$ cat src/rtl/cla_pkg.sv
// Shared definitions for the pipelined carry-lookahead adder: group width,
// the per-stage pipeline register layout and the parameter legality check.
package cla_pkg;

  localparam int unsigned GROUP_W = 8;
  // Widest supported operand; stage registers are sized for it and the
  // unused upper bits stay at their reset value of zero.
  localparam int unsigned MAX_W   = 128;

  typedef struct packed {
    logic             valid;
    logic             carry;  // carry out of this stage's slice
    logic             msb_c;  // carry into this stage's slice MSB
    logic [MAX_W-1:0] sum;    // completed sum bits up to this stage
    logic [MAX_W-1:0] a;      // operand bits still to be consumed
    logic [MAX_W-1:0] b;
  } cla_stage_t;

  // Width a multiple of the group size within range, stage count dividing
  // the number of groups.
  function automatic bit cla_params_ok(int unsigned width, int unsigned stages);
    int unsigned groups;
    groups = width / GROUP_W;
    return (width % GROUP_W == 0) && (width >= GROUP_W) && (width <= MAX_W) &&
           (stages >= 1) && (stages <= groups) && (groups % stages == 0);
  endfunction

endpackage

$ cat src/rtl/cla_group8.sv
// Combinational 8-bit carry-lookahead group: internal carries c[8:1] plus
// group generate/propagate for chaining to the next group.
module cla_group8 (
  input  logic [7:0] g_i,
  input  logic [7:0] p_i,
  input  logic       cin_i,
  output logic [8:1] c_o,
  output logic       gg_o,
  output logic       gp_o
);

  logic [7:0] pre_g;
  logic [7:0] pre_p;

  // Prefix generate/propagate over bits [i:0]; flattened by synthesis.
  always_comb begin
    pre_g    = '0;
    pre_p    = '0;
    pre_g[0] = g_i[0];
    pre_p[0] = p_i[0];
    for (int i = 1; i < 8; i++) begin
      pre_g[i] = g_i[i] | (p_i[i] & pre_g[i-1]);
      pre_p[i] = p_i[i] & pre_p[i-1];
    end
  end

  assign c_o  = pre_g | (pre_p & {8{cin_i}});
  assign gg_o = pre_g[7];
  assign gp_o = pre_p[7];

endmodule

$ cat src/rtl/cla_pipe.sv
// Pipelined carry-lookahead adder with elastic valid/ready stages.
// Optional subtract support is compiled in with CLA_PIPE_SUB_EN.
module cla_pipe
  import cla_pkg::*;
#(
  parameter int unsigned WIDTH  = 32,
  parameter int unsigned STAGES = 2
) (
  input  logic             clk_i,
  input  logic             rst_ni,
  input  logic             in_valid_i,
  output logic             in_ready_o,
  input  logic [WIDTH-1:0] in_a_i,
  input  logic [WIDTH-1:0] in_b_i,
  input  logic             in_cin_i,
`ifdef CLA_PIPE_SUB_EN
  input  logic             in_sub_i,
`endif
  output logic             out_valid_o,
  input  logic             out_ready_i,
  output logic [WIDTH-1:0] out_sum_o,
  output logic             out_cout_o,
  output logic             out_ovf_o
);

  localparam int unsigned NG  = WIDTH / GROUP_W;
  localparam int unsigned GPS = NG / STAGES;

  if (!cla_params_ok(WIDTH, STAGES)) begin : gen_bad_params
    $error("cla_pipe: illegal WIDTH=%0d STAGES=%0d", WIDTH, STAGES);
  end

  cla_stage_t       stage_q [STAGES];
  cla_stage_t       stage_d [STAGES];
  logic [STAGES:0]  rdy;

  // Inputs seen by each stage: the ports for stage 0, else the previous register.
  logic [WIDTH-1:0]  src_a   [STAGES];
  logic [WIDTH-1:0]  src_b   [STAGES];
  logic [WIDTH-1:0]  src_sum [STAGES];
  logic [STAGES-1:0] src_c;
  logic [STAGES-1:0] src_v;

  logic [8:1] grp_c   [NG];
  logic       grp_gg  [NG];
  logic       grp_gp  [NG];
  logic [7:0] grp_sum [NG];

  logic [WIDTH-1:0] b_eff;
  logic             cin_eff;

`ifdef CLA_PIPE_SUB_EN
  // a - b as a + ~b + 1; the external carry-in is ignored when subtracting.
  assign b_eff   = in_sub_i ? ~in_b_i : in_b_i;
  assign cin_eff = in_sub_i | in_cin_i;
`else
  assign b_eff   = in_b_i;
  assign cin_eff = in_cin_i;
`endif

  for (genvar k = 0; k < STAGES; k++) begin : gen_src
    if (k == 0) begin : gen_head
      assign src_a[k]   = in_a_i;
      assign src_b[k]   = b_eff;
      assign src_sum[k] = '0;
      assign src_c[k]   = cin_eff;
      assign src_v[k]   = in_valid_i;
    end else begin : gen_body
      assign src_a[k]   = stage_q[k-1].a[WIDTH-1:0];
      assign src_b[k]   = stage_q[k-1].b[WIDTH-1:0];
      assign src_sum[k] = stage_q[k-1].sum[WIDTH-1:0];
      assign src_c[k]   = stage_q[k-1].carry;
      assign src_v[k]   = stage_q[k-1].valid;
    end
  end

  for (genvar j = 0; j < NG; j++) begin : gen_grp
    localparam int unsigned K = j / GPS;
    logic [7:0] a8;
    logic [7:0] b8;
    logic       cin;

    assign a8 = src_a[K][j*GROUP_W +: GROUP_W];
    assign b8 = src_b[K][j*GROUP_W +: GROUP_W];

    if (j % GPS == 0) begin : gen_first
      assign cin = src_c[K];
    end else begin : gen_chain
      // Carry ripples from the previous group inside the same stage.
      assign cin = grp_gg[j-1] | (grp_gp[j-1] & gen_grp[j-1].cin);
    end

    cla_group8 u_group (
      .g_i   (a8 & b8),
      .p_i   (a8 | b8),
      .cin_i (cin),
      .c_o   (grp_c[j]),
      .gg_o  (grp_gg[j]),
      .gp_o  (grp_gp[j])
    );

    assign grp_sum[j] = a8 ^ b8 ^ {grp_c[j][7:1], cin};
  end

  // Backward ready chain; an empty stage accepts even when downstream stalls.
  always_comb begin
    rdy         = '0;
    rdy[STAGES] = out_ready_i;
    for (int k = int'(STAGES) - 1; k >= 0; k--) begin
      rdy[k] = !stage_q[k].valid || rdy[k+1];
    end
  end

  // Stage next-state: load on upstream valid and ready, otherwise hold data.
  always_comb begin
    stage_d = stage_q;
    for (int k = 0; k < int'(STAGES); k++) begin
      if (rdy[k]) begin
        stage_d[k].valid = src_v[k];
      end
      if (src_v[k] && rdy[k]) begin
        stage_d[k].a[WIDTH-1:0]   = src_a[k];
        stage_d[k].b[WIDTH-1:0]   = src_b[k];
        stage_d[k].sum[WIDTH-1:0] = src_sum[k];
        for (int g = 0; g < int'(GPS); g++) begin
          stage_d[k].sum[(k*GPS+g)*GROUP_W +: GROUP_W] = grp_sum[k*GPS+g];
        end
        stage_d[k].carry = grp_c[(k+1)*GPS-1][8];
        stage_d[k].msb_c = grp_c[(k+1)*GPS-1][7];
      end
    end
  end

  // Pipeline registers; reset clears valids and data.
  always_ff @(posedge clk_i or negedge rst_ni) begin
    if (!rst_ni) begin
      for (int k = 0; k < int'(STAGES); k++) begin
        stage_q[k] <= '0;
      end
    end else begin
      for (int k = 0; k < int'(STAGES); k++) begin
        stage_q[k] <= stage_d[k];
      end
    end
  end

  assign in_ready_o  = rdy[0];
  assign out_valid_o = stage_q[STAGES-1].valid;
  assign out_sum_o   = stage_q[STAGES-1].sum[WIDTH-1:0];
  assign out_cout_o  = stage_q[STAGES-1].carry;
  assign out_ovf_o   = stage_q[STAGES-1].carry ^ stage_q[STAGES-1].msb_c;

endmodule

$ cat config.mk
export PLATFORM = sky130hd
export DESIGN_NAME = cla_pipe
export DESIGN_NICKNAME = d
export VERILOG_FILES = /design/src/rtl/cla_pkg.sv /design/src/rtl/cla_group8.sv /design/src/rtl/cla_pipe.sv
export SDC_FILE = /design/constraint.sdc
export NUM_CORES = 1
export LEC_CHECK = 0
export BUFFER_PORTS_ARGS = -buffer_cell sky130_fd_sc_hd__buf_4
export CAP_MARGIN = 20
export CORE_MARGIN = 3
export CORE_UTILIZATION = 58
export CTS_BUF_LIST = sky130_fd_sc_hd__clkbuf_4
export CTS_CLUSTER_SIZE = 28
export DETAILED_ROUTE_END_ITERATION = 8
export GPL_TIMING_DRIVEN = 1
export PLACE_DENSITY = 0.82
export SYNTH_ARGS = -nofsm -noshare
export SYNTH_HDL_FRONTEND = slang
export SYNTH_SLANG_ARGS = --single-unit
export TNS_END_PERCENT = 100
$ cat constraint.sdc
create_clock -name clk_i -period 3.1 [get_ports clk_i]
set_clock_uncertainty 0.05 [all_clocks]
set_input_delay 0.62 -clock clk_i [delete_from_list [all_inputs] [get_ports clk_i]]
set_output_delay 0.62 -clock clk_i [all_outputs]
set_load 0.03 [all_outputs]
==> out/summary.md <==
The run finished with clean final reports. Synthesis produced a netlist whose cell count is 624. The row count is 34. For the via count of the first global-routing pass, the log shows 3978. After the first detailed-routing iteration, the DRC count stood at 136.

The number of antenna violations at the first check in global routing came out at 0. The starting density of the core was 0.609. Data on the critical path is required at its endpoint by 3.37 ns.

The setup path with the least slack is of type flop to flop. The layout overhead on the synthesized area was 15.0%; the number of warning messages in the yosys log was 0. In the layout the commonest cells are 121 x nand2_1, 107 x buf_4, 89 x inv_1, 85 x dfrtp_1, 64 x ha_1. Dividing total power by cell area gives a power density of 575 nW/um^2.

CTS placed an instance of clkbuf_4 at the clock tree root. Across the run, the number of max-cap violations was 0. Among all flip-flop cells after synthesis, the most frequent one is dfrtp_1. The cell occurring most often along the worst timing path was o31ai_1. The congestion estimate from routability-driven global placement came to 0.859. For this run, design rule violations remaining after detail routing come to 0. The count of boundary I/O pins is 105. Number of non-filler instances in the completed layout: 807. The class of the most critical hold timing path was input pin to flop. Counting the fill cells in the layout gives 682. Once placement completed, the tool counted placed cells totaling 789. TritonCTS created 9 clock buffers.

For the pin with the worst max-slew slack, the measured transition is 0.679 ns. The total area of sequential cells is 2130 sq um, and the maximum clock insertion buffer count is 2. STA classifies the critical path endpoint as a flop. The clock period could shrink to 2.57 ns. The run gives 0 as the number of antenna repair diodes. The ratio of cells with drive above 1 in the final layout came out at 0.193. The count of buffers added by post-CTS timing repair for setup is 0.

Derived from the worst setup path, the maximum achievable clock frequency is 389 MHz. The tools report the count of TritonRoute iterations in the first routing pass as 4. Walking the worst path, the cells encountered are inv_1, ha_1, nand2b_1, a221oi_2, o21ai_2, nor4_2, o31ai_1, o31ai_1. Cell type group with the largest total delay on the critical path: compound AO/OA/AOI/OAI gates.

In this run the cell area of the synthesized design comes to 5410 sq um. Cell with the largest stage delay on the worst path: nor4_2. The number of nets handed over by synthesis was 761.

The post-place setup slack is 0.461 ns, and the synthesized flop and latch total is 85. The share of synthesized flip-flops with an asynchronous set or reset came out at 1.00. The peak supply drop was 0.217 mV; the peak fanout along the critical path was 7.

In the final design database the tool counted 831 nets. Dividing the detail-routed via count by the number of cells gives 5.21. The standard cell core area came out at 8890 sq um.

For this run, the slowest stage of the critical path takes 0.60 ns. In this run, synthesis inferred 0 flip-flops with an integrated enable. The total count of hold-check failures in the final report was 0. For this design the static power due to leakage is 0.00327 uW. Measured along the y axis, the die boundary spans 103 um. Setup violations remaining at the end of the flow were counted as 0.

On the final layout, the worst hold slack is 0.340 ns. The H-tree was split into 3 levels. In the final layout, the multi-input gates occupy 2640 sq um.

The worst setup path is launched from a flop. The netlist uses 48 different library cells. Summing over every cut layer, the via total after detailed routing is 4208. For the routed wire length, the log shows 10700 um. Entering global routing, the biggest net connects 86 pins. The run gives 0 ns as the accumulated negative setup slack. The number of buffer and inverter instances along the worst setup path is 1.

The clock transition at the registers of the reported paths is 0.15 ns. The proportion of synthesized chip area in sequential cells is 0.393. The max-slew violation count was 0. Leaving out fill and tap cells, the most frequent cell in the layout is nand2_1.

In this run the horizontal extent of the chip is 103 um. In this run the tool buffered the top-level ports with 104 buffer cells. The per-instance average area after synthesis works out to 8.67 sq um.

Setup repair after global routing left no endpoint under its margin. Clock tree synthesis found a total of 85 sinks. Share of the clock period used by the worst path after layout: 0.828. In this run the remaining antenna-violating nets after routing total 0. The logs give 0.543 for the relative max-transition margin and 0 for the total congestion overflow after global routing. The first global-routing pass estimated 17400 um of wire. For the worst-skew pair, the clock arrives at the later sink with an insertion delay of 0.42 ns. TritonCTS built the clock tree. The run gives 8100 um as the placed wire-length estimate after detailed placement. The post-layout worst setup margin was 0.532 ns; the per-cell routed wire length was 13.2 um.

The floorplan step defined a die boundary enclosing 10500 sq um. Worst path arrival time: 2.83 ns. The total routing resource utilization after global routing came out at 0.207.
## cells by family after synthesis
group                      after synthesis  synth area share
and+or+nand+nor                        198             0.164
buffers and inverters                  140             0.119
AOI/OAI and AO/OA                      116             0.134
DFF                                     85             0.393
adders and majority gates               68             0.163
xor gates and xnor gates                16            0.0259
muxes                                    1           0.00185
## tightest hold or removal path, delay by kind of cell
family / cells / cell delay [ns]
buffers and inverters: 1 / 0.07
AND/OR/NAND/NOR: 1 / 0.03
AO/OA/AOI/OAI: 1 / 0.05
## per-layer routing
layer | up-vias | wire length, um | GRT usage
met2 | 132 | 5350 | 0.367
met1 | 1921 | 4510 | 0.251
met4 | 0 | 189 | 0.0747
li1 | 2135 | - | -
met3 | 20 | 613 | 0.0372
met5 | - | 0 | 0
## where the power goes
group | internal, uW | total (uW) | switching [uW]
clock network | 176 | 582 | 406
registers | 1360 | 1520 | 161
logic | 592 | 1480 | 884
## sequential cells by signal, summed over array words and instances (netlist names)
register	flops
out_sum_o	32
gen_grp.a8	16
gen_grp.b8	16
src_sum	16
gen_grp.cin	1
out_cout_o	1
out_valid_o	1
src_v	1
stage_q	1
## Yosys cell counts (4+ instances only)
| master | number | area (sq um) |
|---|---|---|
| inv_1 | 89 | 334 |
| dfrtp_1 | 85 | 2130 |
| nand2b_1 | 6 | 37.5 |
| o21a_1 | 6 | 45.0 |
| nor2b_1 | 4 | 25.0 |
| a21oi_1 | 15 | 75.1 |
| fa_1 | 4 | 80.1 |
| clkbuf_1 | 17 | 63.8 |
| o31ai_1 | 12 | 90.1 |
| xnor2_1 | 10 | 87.6 |
| buf_4 | 32 | 240 |
| nand2_1 | 122 | 458 |
| nor2_1 | 17 | 63.8 |
| xor2_1 | 6 | 52.6 |
| or4_1 | 6 | 45.0 |
| nand3_1 | 7 | 35.0 |
| nor3_1 | 19 | 95.1 |
| o21ai_0 | 58 | 290 |
| ha_1 | 64 | 801 |
| o21bai_1 | 4 | 30.0 |
## what timing repair did
item                                   CTS  global route
hold buffers                             0             1
resized for setup                        0             0
endpoints found under the hold margin    0            15
## stage by stage
stage / utilization / power (uW) / cell area (sq um)
2_1_floorplan: - / 2680 / 5410
3_3_place_gp: 0.682 / 2970 / 6060
3_5_place_dp: 0.682 / 3020 / 6060
4_1_cts: 0.696 / 3610 / 6190
5_1_grt: 0.700 / 3840 / 6230
6_report: 0.700 / 3580 / 6230
## area by class of cell
cell class,instances,share of cell area
clock buffer,9,0.0109
clock inverter,7,0.00924
inverter,89,0.0537
multi-input combinational,399,0.425
sequential,85,0.342
tap,108,0.0217
timing repair buffer,110,0.138
## final timing paths
path | from | end | slack [ns] | cells after the start
worst max-delay path | gen_grp[2].a8[0]$_DFFE_PN0P_ | out_cout_o$_DFFE_PN0P_ | 0.53 | 8
worst min-delay path | in_a_i[17] | gen_grp[2].a8[1]$_DFFE_PN0P_ | 0.34 | 3
worst max register to register | gen_grp[2].a8[0]$_DFFE_PN0P_ | out_cout_o$_DFFE_PN0P_ | 0.53 | 8
worst min register to register | src_sum[12]$_DFFE_PN0P_ | out_sum_o[12]$_DFFE_PN0P_ | 0.43 | 2
max in group asynchronous | rst_ni | out_cout_o$_DFFE_PN0P_ | 1.83 | 3
min in group asynchronous | rst_ni | out_sum_o[20]$_DFFE_PN0P_ | 0.55 | 2
No activity file was read; power rests on OpenSTA's default activity.
